--- config.mk ---
export PLATFORM = sky130hd
export DESIGN_NAME = alu_mul_seq
export DESIGN_NICKNAME = d
export VERILOG_FILES = /design/src/rtl/alu_mul_seq.sv
export SDC_FILE = /design/constraint.sdc
export NUM_CORES = 1
export LEC_CHECK = 0
export ABC_AREA = 1
export CAP_MARGIN = 20
export CORE_MARGIN = 3
export CORE_UTILIZATION = 42
export DETAILED_ROUTE_END_ITERATION = 16
export PLACE_DENSITY_LB_ADDON = 0.1
export SYNTH_ARGS = -nofsm -noshare
export SYNTH_HDL_FRONTEND = slang
export SYNTH_SLANG_ARGS = --single-unit
export TNS_END_PERCENT = 20
--- constraint.sdc ---
create_clock -name clk -period 1.7 [get_ports clk]
set_clock_uncertainty 0.1 [all_clocks]
set_input_delay 0.34 -clock clk [delete_from_list [all_inputs] [get_ports clk]]
set_output_delay 0.34 -clock clk [all_outputs]
set_load 0.02 [all_outputs]
--- src/rtl/alu_mul_seq.sv ---
// rtl/alu_mul_seq.sv - radix-2 shift-add 64-bit multiply sequencer driving the shared ALU adder
module alu_mul_seq (
  input  logic        clk,
  input  logic        rst_n,
  input  logic        start,
  input  logic [63:0] op_a,
  input  logic [63:0] op_b,
  output logic        busy,
  output logic        done,
  output logic [63:0] result,
  output logic [63:0] alu_a,
  output logic [63:0] alu_b,
  output logic [3:0]  alu_op,
  input  logic [63:0] alu_r
);

  typedef enum logic [1:0] {
    IDLE = 2'd0,
    RUN  = 2'd1,
    DONE = 2'd2
  } state_t;

  state_t      state, state_nxt;
  logic [63:0] acc;
  logic [63:0] mcand;
  logic [63:0] mplier;
  logic [5:0]  cnt;
  logic        run_last;

  // Stop as soon as no multiplier bits remain, or after the 64th step.
  assign run_last = (mplier[63:1] == 63'd0) || (cnt == 6'd63);

  always_ff @(posedge clk or negedge rst_n) begin
    if (!rst_n) begin
      state <= IDLE;
    end else begin
      state <= state_nxt;
    end
  end

  always_ff @(posedge clk or negedge rst_n) begin
    if (!rst_n) begin
      acc    <= 64'd0;
      mcand  <= 64'd0;
      mplier <= 64'd0;
      cnt    <= 6'd0;
      result <= 64'd0;
    end else begin
      case (state)
        IDLE: begin
          if (start) begin
            acc    <= 64'd0;
            mcand  <= op_a;
            mplier <= op_b;
            cnt    <= 6'd0;
          end
        end
        RUN: begin
          acc    <= alu_r;
          mcand  <= {mcand[62:0], 1'b0};
          mplier <= {1'b0, mplier[63:1]};
          cnt    <= cnt + 6'd1;
          if (run_last) begin
            result <= alu_r;
          end
        end
        default: ;
      endcase
    end
  end

  always_comb begin
    state_nxt = state;
    busy      = 1'b0;
    done      = 1'b0;
    alu_a     = 64'd0;
    alu_b     = 64'd0;
    alu_op    = 4'b0010;
    case (state)
      IDLE: begin
        if (start) begin
          state_nxt = RUN;
        end
      end
      RUN: begin
        busy  = 1'b1;
        alu_a = acc;
        alu_b = mplier[0] ? mcand : 64'd0;
        if (run_last) begin
          state_nxt = DONE;
        end
      end
      DONE: begin
        busy      = 1'b1;
        done      = 1'b1;
        state_nxt = IDLE;
      end
      default: begin
        state_nxt = IDLE;
      end
    endcase
  end

endmodule
# Word level (Yosys, flattened, before mapping)

Cells that the tools add are included.

$add $sub $neg: 1
Eq/ne operators: 5
Multiplexer cells: 16
Reduce and logical (&&, ||, !) cells: 8

Operators by type and width:

| operator            | number |
|---|---|
| $mux 64             | 6 |
| $pmux 64 s2         | 3 |
| $logic_not 63->1    | 1 |
| $pmux 6 s2          | 1 |
| $add 6x1->6 const B | 1 |
| $eq 6x6->1 const B  | 1 |
| $mux 6              | 1 |
| $reduce_and 2->1    | 3 |
| $mux 2              | 2 |
| $ne 2x2->1 const B  | 2 |
| $pmux 2 s2          | 1 |
| $eq 2x1->1 const B  | 1 |
| $eq 2x2->1 const B  | 1 |
| $logic_not 2->1     | 1 |
| $mux 1              | 2 |
| $reduce_bool 2->1   | 1 |
| $reduce_or 2->1     | 1 |
| $logic_or 1x1->1    | 1 |

Register bits: 264
Bits of input ports: 195
Output and inout port bits: 198
Logic and storage cells: 36

# Logic depth before layout (Yosys ltp)

Word-level depth: 4
Gate-level depth with buffers: 12
Gate-level depth less buffers: 11

# Least setup slack after synthesis

OpenSTA, ideal clock, no wires.

Path type: flip-flop to output port
Start point: reg state[1]
End point: out alu_a[40]
Data arrival time: 1.487 ns
Required time: 1.260 ns
Slack: -0.227 ns
Stages on the path, launching flop included: 8
Buffers on the path: 3
Cells stage by stage: dfrtp_1 inv_1 ha_1 buf_4 clkbuf_1 buf_1 nand2_1 inv_1

Longest elaborated chain between the ends: 2

RTL lines:

| element                  | RTL line | source |
|---|---|---|
| start: declaration       | 23       | `state_t state, state_nxt;` |
| start signal: assignment | 37       | `state <= state_nxt;` |
| $eq 2x1->1               | 79       | `case (state)` |
| $mux 64                  | 79       |  |
| end: declaration         | 11       | `output logic [63:0] alu_a,` |

Every way passes these cells.

# Final worst setup path

Start point: reg state[1]
End point: out alu_b[15]

Longest elaborated chain between the ends: 2

RTL lines:

| element          | RTL line | source |
|---|---|---|
| $eq 2x1->1       | 79       |  |
| $mux 64          | 79       |  |
| end: declaration | 12       | `output logic [63:0] alu_b,` |

Every way passes these cells.

==> results.json <==
{
  "hpwl_mm": 26.34,
  "slowest_stage": "dfrtp_1",
  "criticalPathCategory": "flop to output port",
  "rr_worst_depth": 12,
  "gp_congestion": 0.8310,
  "seqPwrFrac": 0.303,
  "critPathLaunch": "state[1]",
  "layout_common_cells": "nand2_1, dfrtp_1, clkdlybuf4s50_1",
  "ys_warn_count": 0,
  "detail_route.wl_per_cell_um": 16.85,
  "stdcell_count": 2411,
  "reg2reg_from": "state[1]",
  "place_area_um2": 17250,
  "syn_area_um2": 12180,
  "grt_setup_unrepaired": "yes",
  "grt_pass1_vias": 11598,
  "fin_crit_ns": 2.286,
  "clock_path_buffers": 3,
  "port_buffers": 388,
  "grt_start_max_net_pins": 79,
  "fp.dieH_um": 176.3,
  "startpoint_type": "flop",
  "nets": 2207,
  "drive_above_1_share": 0.2101,
  "via_per_inst": 4.929,
  "swShare": 0.3901,
  "fillers": 2322,
  "cp-endpoint": "alu_b[15]",
  "top_layer": "met5",
  "ys_seq_area_frac": 0.5423,
  "dp_cells": 2326,
  "outcome": "finished with violations",
  "grt_pass1_wl_mm": 60.82,
  "arrival_ns": 1.85,
  "slew_violations": 0,
  "cts_sinks": 264,
  "insertion_delay_ns": 0.54,
  "synth_edf_count": 0,
  "synthCells": 1539,
  "dp_worst_setup_slack_ns": -0.5102,
  "gr-total-overflow": 0,
  "synth-seq-cells": 264,
  "crit_path_cell_trace": "inv_2, ha_4, nand2_8, clkbuf_16, nor2_1, buf_4",
  "r2r_slack_ns": -0.30,
  "pin_count": 393,
  "end_kind": "output port",
  "cts_tree": "done",
  "clkPwrFrac": 0.200,
  "std_cell_rows": 61,
  "fin_crit_sh": 1.345,
  "core_um2": 28160,
  "worstReg2RegEnd": "mplier[17]",
  "die_w_um": 176.3,
  "wl_met2_mm": 19.82,
  "grtUsageTotal": 0.2405,
  "start_util": 0.4326,
  "fmax_ghz": 0.4375,
  "required_ns": 1.26,
  "critPathMaxFanout": 16,
  "setup_slack_ns": -0.5859,
  "hold_path_class": "input port to async pin",
  "slowest_delay_ns": 0.38,
  "wl_mm": 40.63,
  "dr.pass1.iters": 5,
  "synth.avg_cell_area_um2": 7.916,
  "antenna_found_initial": 6,
  "dr.first_iter.drc_count": 861,
  "vdd_drop_max_mv": 0.7988,
  "p_int_mw": 19.13,
  "drt-met1-wl_mm": 16.37,
  "vias": 11884,
  "drv_cap": 0,
  "setup_viol": 412,
  "ant_nets": 0,
  "p_switching_mw": 12.24,
  "clk_pin_slew_ns": 0.06,
  "async_flop_share": 1.000,
  "drc": 0,
  "final_common_cell": "nand2_1",
  "area_growth_pct": 56.70,
  "root_buffer": "clkbuf_16",
  "yosysUniqueCellTypes": 24,
  "synthFlopType": "dfrtp_1",
  "dieArea_um2": 31090,
  "finalHoldViolations": 0,
  "leakagePower_nw": 9.351,
  "cts_made_buffers": 30,
  "violations": "negative setup slack",
  "route.met3.wl_mm": 3.131,
  "cellPowerDensity_nw_per_um2": 1643,
  "htreeDepth": 1,
  "finish.instance_area_um2": 19090,
  "combinationalPowerShare": 0.497
}
## state kept, by name, indices dropped and copies added, names as in the netlist
name and flops:
acc 64, cnt 6, mcand 64, mplier 64, result 64, state 2
## metrics by stage
stage / total power, mW / utilization / TNS (ns) / hold WS, ns
finish: 31.37 / 0.6779 / -123.64 / 0.1698
global route: 33.49 / 0.6779 / -162.83 / 0.1814
CTS: 29.50 / 0.6443 / -176.17 / 0.1604
detailed placement: 22.83 / 0.6125 / -132.63 / 0.1421
global placement: 22.59 / 0.6125 / -127.67 / 0.1372
floorplan: 16.86 / - / -19.13 / -0.05559
## final cells by class
cell class,count,area [um2],share of cell area
Clock buffer,43,850.8,0.04457
Clock inverter,9,98.84,0.005178
Tap cell,378,473.0,0.02477
Antenna cell,5,12.51,0.0006554
Inverter,176,668.1,0.03500
Multi-Input combinational cell,998,4731,0.2478
Timing Repair Buffer,538,5650,0.2960
Sequential cell,264,6606,0.3460
## power groups by stage
stage / logic (mW) / clock network, mW / registers (mW)
3_3_place_gp: 13.1 / 0 / 9.48
3_5_place_dp: 13.3 / 0 / 9.50
5_1_grt: 17.1 / 6.67 / 9.75
4_1_cts: 13.6 / 6.42 / 9.44
2_1_floorplan: 7.53 / 0 / 9.33
6_report: 15.6 / 6.29 / 9.50
## critical path: cells and delay by family, from the launching register on
family	cells	cell delay, ns
buffers and inverters	3	0.45
DFF	1	0.38
adders and majority gates	1	0.23
and+or+nand+nor	2	0.23
## Yosys cell counts (4+ instances only)
cell | count | share of area
inv_1 | 173 | 0.053
nand2_1 | 477 | 0.15
a21oi_1 | 5 | 0.0021
ha_1 | 4 | 0.0041
buf_4 | 14 | 0.0086
o21ai_0 | 144 | 0.059
a31oi_1 | 63 | 0.032
buf_2 | 40 | 0.016
clkbuf_1 | 37 | 0.011
o21ai_1 | 56 | 0.023
buf_1 | 10 | 0.0031
nand3_1 | 33 | 0.014
a22o_1 | 31 | 0.022
dfrtp_1 | 264 | 0.54
nor2_1 | 175 | 0.054
## kinds of logic after synthesis
group,synth area share
simple gates,0.2183
compound gates,0.1389
buf+inv,0.09582
flops,0.5423
fa+ha+maj,0.004108
other cells,0.0006164
## how the worst min path moves through the flow
stage	start	endpoint	slack, ns	cells after the start
floorplan	rst_n	acc[0]	-0.06	0
global placement	rst_n	mplier[25]	0.14	1
detailed placement	rst_n	mplier[25]	0.14	1
CTS	rst_n	mplier[25]	0.16	2
global route	rst_n	mplier[26]	0.18	2
finish	rst_n	mplier[24]	0.17	2
## repair_timing
item	CTS	global route
gates cloned	3	12
buffers inserted	5	8
endpoints found under the setup margin	458	458
gates resized for setup	621	280
hold buffers	1	0
hold endpoints to repair	264	0
pin swaps	0	8
## per-layer routing
metal | track usage | vias to the layer above
met5 | 0 | -
met4 | 0.07456 | 2
met3 | 0.05548 | 77
met2 | 0.4023 | 422
met1 | 0.3117 | 5608
li1 | - | 5775
Note: power is estimated with default switching activity, not from simulation.
